## config.mk

```make
export PLATFORM = sky130hd
export DESIGN_NAME = ram_line_bridge
export DESIGN_NICKNAME = d
export VERILOG_FILES = /design/src/rtl/ram_line_bridge_pkg.sv /design/src/rtl/ram_line_bridge_line_word_mux.sv /design/src/rtl/ram_line_bridge.sv
export SDC_FILE = /design/constraint.sdc
export NUM_CORES = 1
export LEC_CHECK = 0
export BUFFER_PORTS_ARGS = -buffer_cell sky130_fd_sc_hd__buf_2
export CAP_MARGIN = 10
export CORE_AREA = 2 2 251 253
export DETAILED_ROUTE_END_ITERATION = 8
export DIE_AREA = 0 0 253 255
export RECOVER_POWER = 50
export SLEW_MARGIN = 25
export SYNTH_ARGS = -nofsm -noshare
export SYNTH_HDL_FRONTEND = slang
export SYNTH_SLANG_ARGS = --single-unit
```

## constraint.sdc

```tcl
create_clock -name clk -period 4.5 [get_ports clk]
set_input_delay 0.225 -clock clk [delete_from_list [all_inputs] [get_ports clk]]
set_output_delay 0.225 -clock clk [all_outputs]
set_load 0.1 [all_outputs]
```

## src/rtl/ram_line_bridge_pkg.sv

```systemverilog
// Shared types and constants for the cache-line to word-memory bridge.
// Line geometry and FSM state encodings live here.
package ram_line_bridge_pkg;

  localparam int LINE_WORDS = 8;
  localparam int IDX_W      = 3;
  localparam int WORD_W     = 32;
  localparam int LINE_W     = 256;

  typedef enum logic [1:0] {
    IDLE   = 2'd0,
    WBURST = 2'd1,
    RBURST = 2'd2,
    RESP   = 2'd3
  } state_t;

endpackage

```

## src/rtl/ram_line_bridge_line_word_mux.sv

```systemverilog
// Word selector over a cache line.
// Picks word[sel] from a packed line, word 0 in the low bits.
module line_word_mux
  import ram_line_bridge_pkg::*;
(
  input  logic [LINE_W-1:0] line,
  input  logic [IDX_W-1:0]  sel,
  output logic [WORD_W-1:0] word
);

  // Indexed part-select of the addressed 32-bit word
  always_comb begin
    word = line[{sel, 5'b0} +: WORD_W];
  end

endmodule

```

## src/rtl/ram_line_bridge.sv

```systemverilog
// Serialises line-granular cache requests into word bursts.
// Reads assemble a line; both directions end with a ready pulse.
module ram_line_bridge
  import ram_line_bridge_pkg::*;
#(
  parameter int ADDR_W = 30
) (
  input  logic              clk,
  input  logic              rst,
  input  logic              ram_en,
  input  logic              ram_write,
  input  logic [ADDR_W-1:0] ram_addr,
  input  logic [LINE_W-1:0] line_wb,
  output logic              ram_ready,
  output logic [LINE_W-1:0] line_rd,
  output logic              mem_req,
  output logic              mem_we,
  output logic [ADDR_W-1:0] mem_addr,
  output logic [WORD_W-1:0] mem_wdata,
  input  logic [WORD_W-1:0] mem_rdata,
  input  logic              mem_ack,
  output logic [1:0]        status,
  output logic [IDX_W-1:0]  beat
);

  state_t                   state_q;
  state_t                   state_d;
  logic [ADDR_W-IDX_W-1:0]  base_q;
  logic [IDX_W-1:0]         beat_q;
  logic [LINE_W-1:0]        wline_q;
  logic [LINE_W-1:0]        line_rd_q;
  logic                     in_burst;
  logic                     last;
  logic                     accept;

  assign in_burst = (state_q == WBURST) || (state_q == RBURST);
  assign last     = (beat_q == IDX_W'(LINE_WORDS - 1));
  assign accept   = (state_q == IDLE) && ram_en;

  // State register
  always_ff @(posedge clk) begin
    if (rst) state_q <= IDLE;
    else     state_q <= state_d;
  end

  // Next-state logic; RESP always returns to IDLE without sampling ram_en
  always_comb begin
    state_d = state_q;
    unique case (state_q)
      IDLE:   if (ram_en) state_d = ram_write ? WBURST : RBURST;
      WBURST: if (mem_ack && last) state_d = RESP;
      RBURST: if (mem_ack && last) state_d = RESP;
      RESP:   state_d = IDLE;
      default: state_d = IDLE;
    endcase
  end

  // Request latch, beat counter and read-line assembly
  always_ff @(posedge clk) begin
    if (rst) begin
      base_q    <= '0;
      beat_q    <= '0;
      wline_q   <= '0;
      line_rd_q <= '0;
    end else begin
      if (accept) begin
        base_q  <= ram_addr[ADDR_W-1:IDX_W];
        beat_q  <= '0;
        wline_q <= line_wb;
      end
      if (in_burst && mem_ack) begin
        if (state_q == RBURST)
          line_rd_q[{beat_q, 5'b0} +: WORD_W] <= mem_rdata;
        if (!last) beat_q <= beat_q + 1'b1;
      end
    end
  end

  line_word_mux u_mux (
    .line (wline_q),
    .sel  (beat_q),
    .word (mem_wdata)
  );

  // Outputs decode registers only, so no input reaches an output
  assign mem_req   = in_burst;
  assign mem_we    = (state_q == WBURST);
  assign mem_addr  = {base_q, beat_q};
  assign ram_ready = (state_q == RESP);
  assign line_rd   = line_rd_q;
  assign status    = state_q;
  assign beat      = beat_q;

endmodule

```

==> results of run 1 <==
==> worst min-delay path by stage <==
stage                                   start                         to  slack (ns)
CTS                                   mem_ack         beat[0]$_SDFF_PP0_        0.07
global route                          mem_ack         beat[2]$_SDFF_PP0_        0.14
finish                                mem_ack         beat[2]$_SDFF_PP0_        0.13
floorplan                          line_wb[0]    wline_q[0]$_SDFFE_PP0P_        0.36
detailed placement  wline_q[147]$_SDFFE_PP0P_  wline_q[147]$_SDFFE_PP0P_        0.44
global placement    wline_q[147]$_SDFFE_PP0P_  wline_q[147]$_SDFFE_PP0P_        0.44
==> cell families (layout without fill, tap and decap cells) <==
family	after synthesis	count (layout)	synth area share (%)
multiplexers	315	315	18.2
flip-flops	544	544	50.1
other	0	11	0
adder cells (fa/ha/maj)	12	12	0.691
AND/OR/NAND/NOR	1075	1075	19.4
buffers and inverters	203	1100	4.55
AO/OA/AOI/OAI	301	301	7.07
==> final cells by class <==
class	count	area [µm²]	area share, %
well taps	799	1000	3.32
clock inverters	14	201	0.669
flip-flops and latches	544	10900	36.2
clock buffers	86	1730	5.75
inverters	11	48.8	0.162
multi-input cells	1703	9890	32.8
repair buffers	989	6320	21.0
diodes	11	27.5	0.0914
==> cell usage in the layout, fill, tap and decap left out, types with 5 or more instances in the layout <==
cell and instances:
bufinv_16 5, clkinv_2 7, dlygate4sd3_1 316, diode_2 11, buf_4 20, clkbuf_8 11, a21oi_1 289, nand2_1 1043
buf_12 6, mux2i_1 251, o21ai_0 6, inv_1 9, clkbuf_1 304, clkbuf_16 61, buf_2 355, dfxtp_1 542
mux4_2 64, ha_1 12
==> worst min-delay path, cell delays in order <==
cell      delay [ns]
buf_2           0.16
nand3b_1        0.13
nand3_1         0.10
a21oi_1         0.06
==> power groups by stage <==
stage | Sequential (mW) | Clock, mW | Combinational [mW]
after global placement | 5.61 | 0 | 3.96
after floorplan | 6.16 | 0 | 2.40
after detailed placement | 5.62 | 0 | 3.97
after global routing | 5.57 | 5.20 | 4.45
after CTS | 5.52 | 4.99 | 4.19
final | 5.53 | 4.91 | 4.15
==> synthesized netlist by cell type <==
cell / number / area (µm²)
a21boi_0: 1 / 7.51
a21oi_1: 289 / 1450
and2_1: 1 / 6.26
and3_1: 4 / 25.0
and3b_1: 2 / 17.5
and4b_1: 1 / 10.0
and4bb_1: 1 / 12.5
and4bb_2: 1 / 12.5
buf_1: 11 / 41.3
buf_2: 41 / 205
buf_4: 21 / 158
buf_6: 13 / 146
clkbuf_1: 106 / 398
clkinv_1: 2 / 7.51
dfxtp_1: 544 / 10900
ha_1: 12 / 150
inv_1: 9 / 33.8
mux2i_1: 251 / 2510
mux4_2: 64 / 1440
nand2_1: 1043 / 3920
nand3_1: 3 / 15.0
nand3b_1: 1 / 7.51
nand4_1: 4 / 25.0
nand4b_1: 1 / 8.76
nand4b_2: 1 / 15.0
nand4bb_1: 1 / 11.3
nor2_1: 2 / 7.51
nor2b_1: 2 / 12.5
nor3_4: 1 / 16.3
nor4b_2: 2 / 30.0
nor4b_4: 2 / 47.6
nor4bb_1: 1 / 10.0
o21ai_0: 6 / 30.0
o311a_1: 2 / 20.0
o32ai_1: 2 / 17.5
o32ai_2: 1 / 16.3
or3_4: 1 / 11.3
==> metal layers <==
metal	vias up	routed length (µm)
met2	684	39600
met4	0	2560
li1	9805	-
met3	138	5500
met1	9677	32300
met5	-	0
==> metrics by stage <==
step | setup slack (ns) | hold WS [ns] | total power, mW
after CTS | 1.05 | 0.0733 | 14.7
after global placement | 1.66 | 0.439 | 9.56
after floorplan | 1.09 | 0.361 | 8.56
final | 0.956 | 0.133 | 14.6
after detailed placement | 1.62 | 0.443 | 9.59
after global routing | 0.608 | 0.138 | 15.2
==> registers in the layout, summed over array words and instances (netlist names) <==
register and cells:
base_q 27, beat 3, line_rd 256, status 2, wline_q 256
==> timing repair <==
action                    CTS  global route
setup buffers               0             0
hold buffers              316             0
resized for setup           0             0
hold endpoints to repair  517             0
==> qor.txt, run 1 <==
Final setup viols -> 0
row count -> 92
Worst Hold Depth -> 4
switching share of power -> 36.2%
DRT antenna net count -> 0
Worst Path Arrival -> 4.05 ns
Seq/Total Area, Yosys -> 50.1%
Root Driver -> clkbuf_16
synthesis-stage register bit count -> 544
actual slew at the worst max-slew pin -> 1.98 ns
Post-DP Area -> 25400 µm²
H-tree Lvls -> 2
Detail Placement HPWL -> 53700 µm
CP max FO -> 48
Inst Count DP -> 3730
worst path required time -> 5.01 ns
cells after synthesis -> 2450
syn avg cell area -> 8.87 µm²
worst-path cell chain -> clkbuf_2, nor3_1, nor4b_1, clkbuf_1, mux2i_1
Final Non-Filler Cells -> 4157
max-cap check violation count -> 1
Clock Tree Buf Depth -> 3
power share of the combinational group -> 28.5%
Die W -> 253 µm
DRC Markers -> 0
Slew Limit Fails -> 50
R2R Setup Slk -> 0.96 ns
CTS Buf Count -> 59
fraction of layout cells with a size suffix above 1 -> 16.4%
RSZ-0062 raised after global routing -> false
Netlist Area Pre-Place -> 21700 µm²
outcome -> finished with violations
synth unique cells -> 37
leakage -> 11.6 nW
clk sinks -> 544
WL per Instance -> 19.3 µm
Slowest Stage Delay on Critical Path -> 1.00 ns
CP Launch Type -> register
global-route congestion overflow total -> 0
Final period util -> 78.8%
drt first-iter violations -> 1395
Worst slew margin -> -32.6%
initial antenna violation count -> 8
CP top delay family -> buffers and inverters
GP Congestion -> 0.832
Sw Pwr -> 5.28 mW
R2R depth -> 5
met2 Usage GRT -> 41.8%
# port buffers -> 645
later-pin clock latency in the skew report -> 0.61 ns
fin nets -> 3643
critical path startpoint -> beat[0]$_SDFF_PP0_
largest net degree at the start of global routing -> 198
via count -> 20300
Syn. warnings -> 0
syn nets -> 2785
setup_tns -> 0 ns
final worst path period need -> 3.54 ns
failing checks -> max-capacitance violations, max-slew violations
IO Count -> 649
worst reg2reg endpoint -> line_rd[223]$_SDFFE_PP0P_
met1 Usage GRT -> 27.6%
die area -> 64500 µm²
Worst setup EP type -> register
met3 Usage GRT -> 5.60%
kind of path behind the tightest hold check -> in2reg
Reg clk slew, reported paths -> 0.06 ns
vias in the first global route -> 19800
TritonCTS clock tree -> done
post-layout util -> 48.4%
internal power -> 9.31 mW
Starting Density -> 35.0%
total track usage -> 23.5%
Worst Setup EP -> line_rd[223]$_SDFFE_PP0P_
fillers -> 6028
clk_skew -> 0.0229 ns
Power Density -> 484 nW/µm²
final wirelength -> 80000 µm
final instance area -> 30100 µm²
CP max stage cell -> clkbuf_2
Die Ht -> 255 µm
Final Hold Vio Count -> 0
peak supply drop -> 367 µV
core area -> 62200 µm²
Clk pwr share -> 33.7%
Buf/Inv on CP -> 2
fmax -> 0.282 GHz
synth-to-layout area growth -> 38.5%
GR peak layer -> met2
FF-to-FF Start -> beat[0]$_SDFF_PP0_
Levels on crit path -> 5
first-pass GRT wire length -> 118000 µm
Setup CP Type -> reg2reg
Pre-antenna DRT Iters -> 5
Seq pwr share -> 37.9%
vias per cell -> 4.88
No activity file was read; power rests on OpenSTA's default activity.
==> inputs of run 2 (changes only) <==
==> constraint.sdc (replaced) <==
create_clock -name clk -period 3.05 [get_ports clk]
set_input_delay 0.1525 -clock clk [delete_from_list [all_inputs] [get_ports clk]]
set_output_delay 0.1525 -clock clk [all_outputs]
set_load 0.1 [all_outputs]
==> run 2 against run 1 <==
Compared with the run above: critical path type is now reg2out; register-to-register slack got worse by 0.65 ns; largest cell class unchanged; first-iteration DRC count increased by 3.2%; the flow now finishes without violations; largest power group unchanged; combinational power is 50% higher.
==> qor.txt, run 2 (same netlist as run 1, synthesis figures left out) <==
setup_tns -> 0 ns (unchanged)
GP Congestion -> 0.856 (was 0.832)
initial antenna violation count -> 10 (was 8)
row count -> 92 (unchanged)
R2R depth -> 7 (was 5)
Placement Setup Slack -> 0.597 ns (was 1.62 ns)
Hold WS -> 0.0624 ns (was 0.133 ns)
CP Launch Type -> register (unchanged)
Pre-antenna DRT Iters -> 6 (was 5)
Die W -> 253 µm (unchanged)
later-pin clock latency in the skew report -> 0.60 ns (was 0.61 ns)
Detail Placement HPWL -> 54700 µm (was 53700 µm)
drt first-iter violations -> 1439 (was 1395)
most frequent cells in the layout -> nand2_1 (1042), dfxtp_1 (542), buf_2 (354) (was nand2_1 (1043), dfxtp_1 (542), buf_2 (355))
vias in the first global route -> 20000 (was 19800)
H-tree Lvls -> 2 (unchanged)
clk sinks -> 544 (unchanged)
RSZ-0062 raised after global routing -> false (unchanged)
core area -> 62200 µm² (unchanged)
Power Density -> 712 nW/µm² (was 484 nW/µm²)
Worst Hold Depth -> 4 (unchanged)
WL per Instance -> 19.3 µm (about the same)
actual slew at the worst max-slew pin -> 1.37 ns (was 1.98 ns)
fraction of layout cells with a size suffix above 1 -> 17.2% (was 16.4%)
Multi-input gate area -> 9920 µm² (was 9890 µm²)
die area -> 64500 µm² (unchanged)
global-route congestion overflow total -> 0 (unchanged)
fin nets -> 3657 (was 3643)
max-cap check violation count -> 0 (was 1)
Slew Limit Fails -> 0 (was 50)
total track usage -> 23.6% (was 23.5%)
Post-DP Area -> 25700 µm² (was 25400 µm²)
most common cell after layout, fill and taps aside -> nand2_1 (unchanged)
peak supply drop -> 491 µV (was 367 µV)
Worst slew margin -> 8.39% (was -32.6%)
IO Count -> 649 (unchanged)
most frequent CP cell -> nand2_1
synth-to-layout area growth -> 40.3% (was 38.5%)
clk_skew -> 0.0125 ns (was 0.0229 ns)
Worst setup EP type -> output port (was register)
final worst path period need -> 2.88 ns
Starting Density -> 35.0% (unchanged)
outcome -> finished clean (was finished with violations)
DRT antenna net count -> 0 (unchanged)
first-pass GRT wire length -> 117000 µm (was 118000 µm)
worst setup margin -> 0.167 ns (was 0.956 ns)
Final Hold Vio Count -> 0 (unchanged)
register area -> 10900 µm² (unchanged)
CTS Buf Count -> 58 (was 59)
CP max stage cell -> mux4_2 (was clkbuf_2)
DRC Markers -> 0 (unchanged)
kind of path behind the tightest hold check -> in2reg (unchanged)
leakage -> 11.7 nW (was 11.6 nW)
Clock Tree Buf Depth -> 3 (unchanged)
worst path required time -> 2.90 ns (was 5.01 ns)
fmax -> 0.347 GHz
vias per cell -> 4.89 (was 4.88)
final wirelength -> 80500 µm (was 80000 µm)
fillers -> 5931 (was 6028)
CP max FO -> 41 (was 48)
via count -> 20500 (was 20300)
Root Driver -> clkbuf_16 (unchanged)
worst-path cell chain -> buf_12, mux4_2, nand2_1, nand2_1, buf_2 (was clkbuf_2, nor3_1, nor4b_1, clkbuf_1, mux2i_1)
largest net degree at the start of global routing -> 228 (was 198)
final instance area -> 30500 µm² (was 30100 µm²)
# port buffers -> 645 (unchanged)
Slowest Stage Delay on Critical Path -> 0.64 ns (was 1.00 ns)
Die Ht -> 255 µm (unchanged)
Final setup viols -> 0 (unchanged)
Worst Path Arrival -> 2.73 ns (was 4.05 ns)
Reg clk slew, reported paths -> 0.06 ns (about the same)
Final period util -> 94.5%
Setup CP Type -> reg2out (was reg2reg)
TritonCTS clock tree -> done (unchanged)
## run 2: cell types whose count changed in the layout (fill, tap and decap cells not counted), moves of 3 or more
cell / delta
buf_12: +12
clkinv_2: +8
clkbuf_8: +7
clkbuf_1: -5
diode_2: -3
## run 2: worst max-delay path, delay by kind of cell (launching register included)
family                 cells  cell delay (ns)
buffers and inverters      2             0.65
DFF                        1             0.56
muxes                      1             0.64
and+or+nand+nor            2             0.20
## run 2: stage by stage
| step | power (mW) | std cells | utilization, % |
|---|---|---|---|
| finish | 21.7 | 4179 | 49.1 |
| global route | 22.6 | 4179 | 49.1 |
| CTS | 21.9 | 4170 | 49.7 |
| detailed placement | 14.3 | 3742 | 41.3 |
| global placement | 14.2 | 3742 | 41.3 |
| floorplan | 12.6 | 2450 | - |
## run 2: worst paths after layout
check,from,end,slack [ns]
worst max-delay path,beat[1]$_SDFF_PP0_,mem_wdata[22],0.17
worst min-delay path,mem_ack,beat[2]$_SDFF_PP0_,0.06
worst max register to register,status[1]$_SDFFE_PP0P_,wline_q[21]$_SDFFE_PP0P_,0.31
worst min register to register,base_q[12]$_SDFFE_PP0P_,base_q[12]$_SDFFE_PP0P_,0.45
## run 2: power breakdown
part | total (mW) | switching [mW] | leakage [nW] | internal [mW]
Clock | 7.34 | 3.01 | 1.00 | 4.33
Combinational | 6.22 | 4.52 | 6.30 | 1.70
Sequential | 8.16 | 0.371 | 4.42 | 7.79
Total | 21.7 | 7.90 | 11.7 | 13.8
## run 2: final cells by class
type,instances,share of cell area [%]
clock inverters,23,0.677
repair buffers,1004,21.6
clock buffers,87,5.92
diodes,8,0.0656
well taps,799,3.28
flip-flops and latches,544,35.7
inverters,11,0.160
multi-input cells,1703,32.5
## run 2: metal layers
metal / track usage [%] / vias up / wire [µm]
li1: - / 9841 / -
met1: 26.8 / 9686 / 31400
met2: 41.6 / 743 / 39900
met5: 0 / - / 28
met3: 6.08 / 180 / 5920
met4: 10.3 / 4 / 3320
## run 2: timing repair
item,CTS,global route
setup buffers,0,0
gates resized for setup,0,0
hold buffers,318,0
hold endpoints to repair,538,0
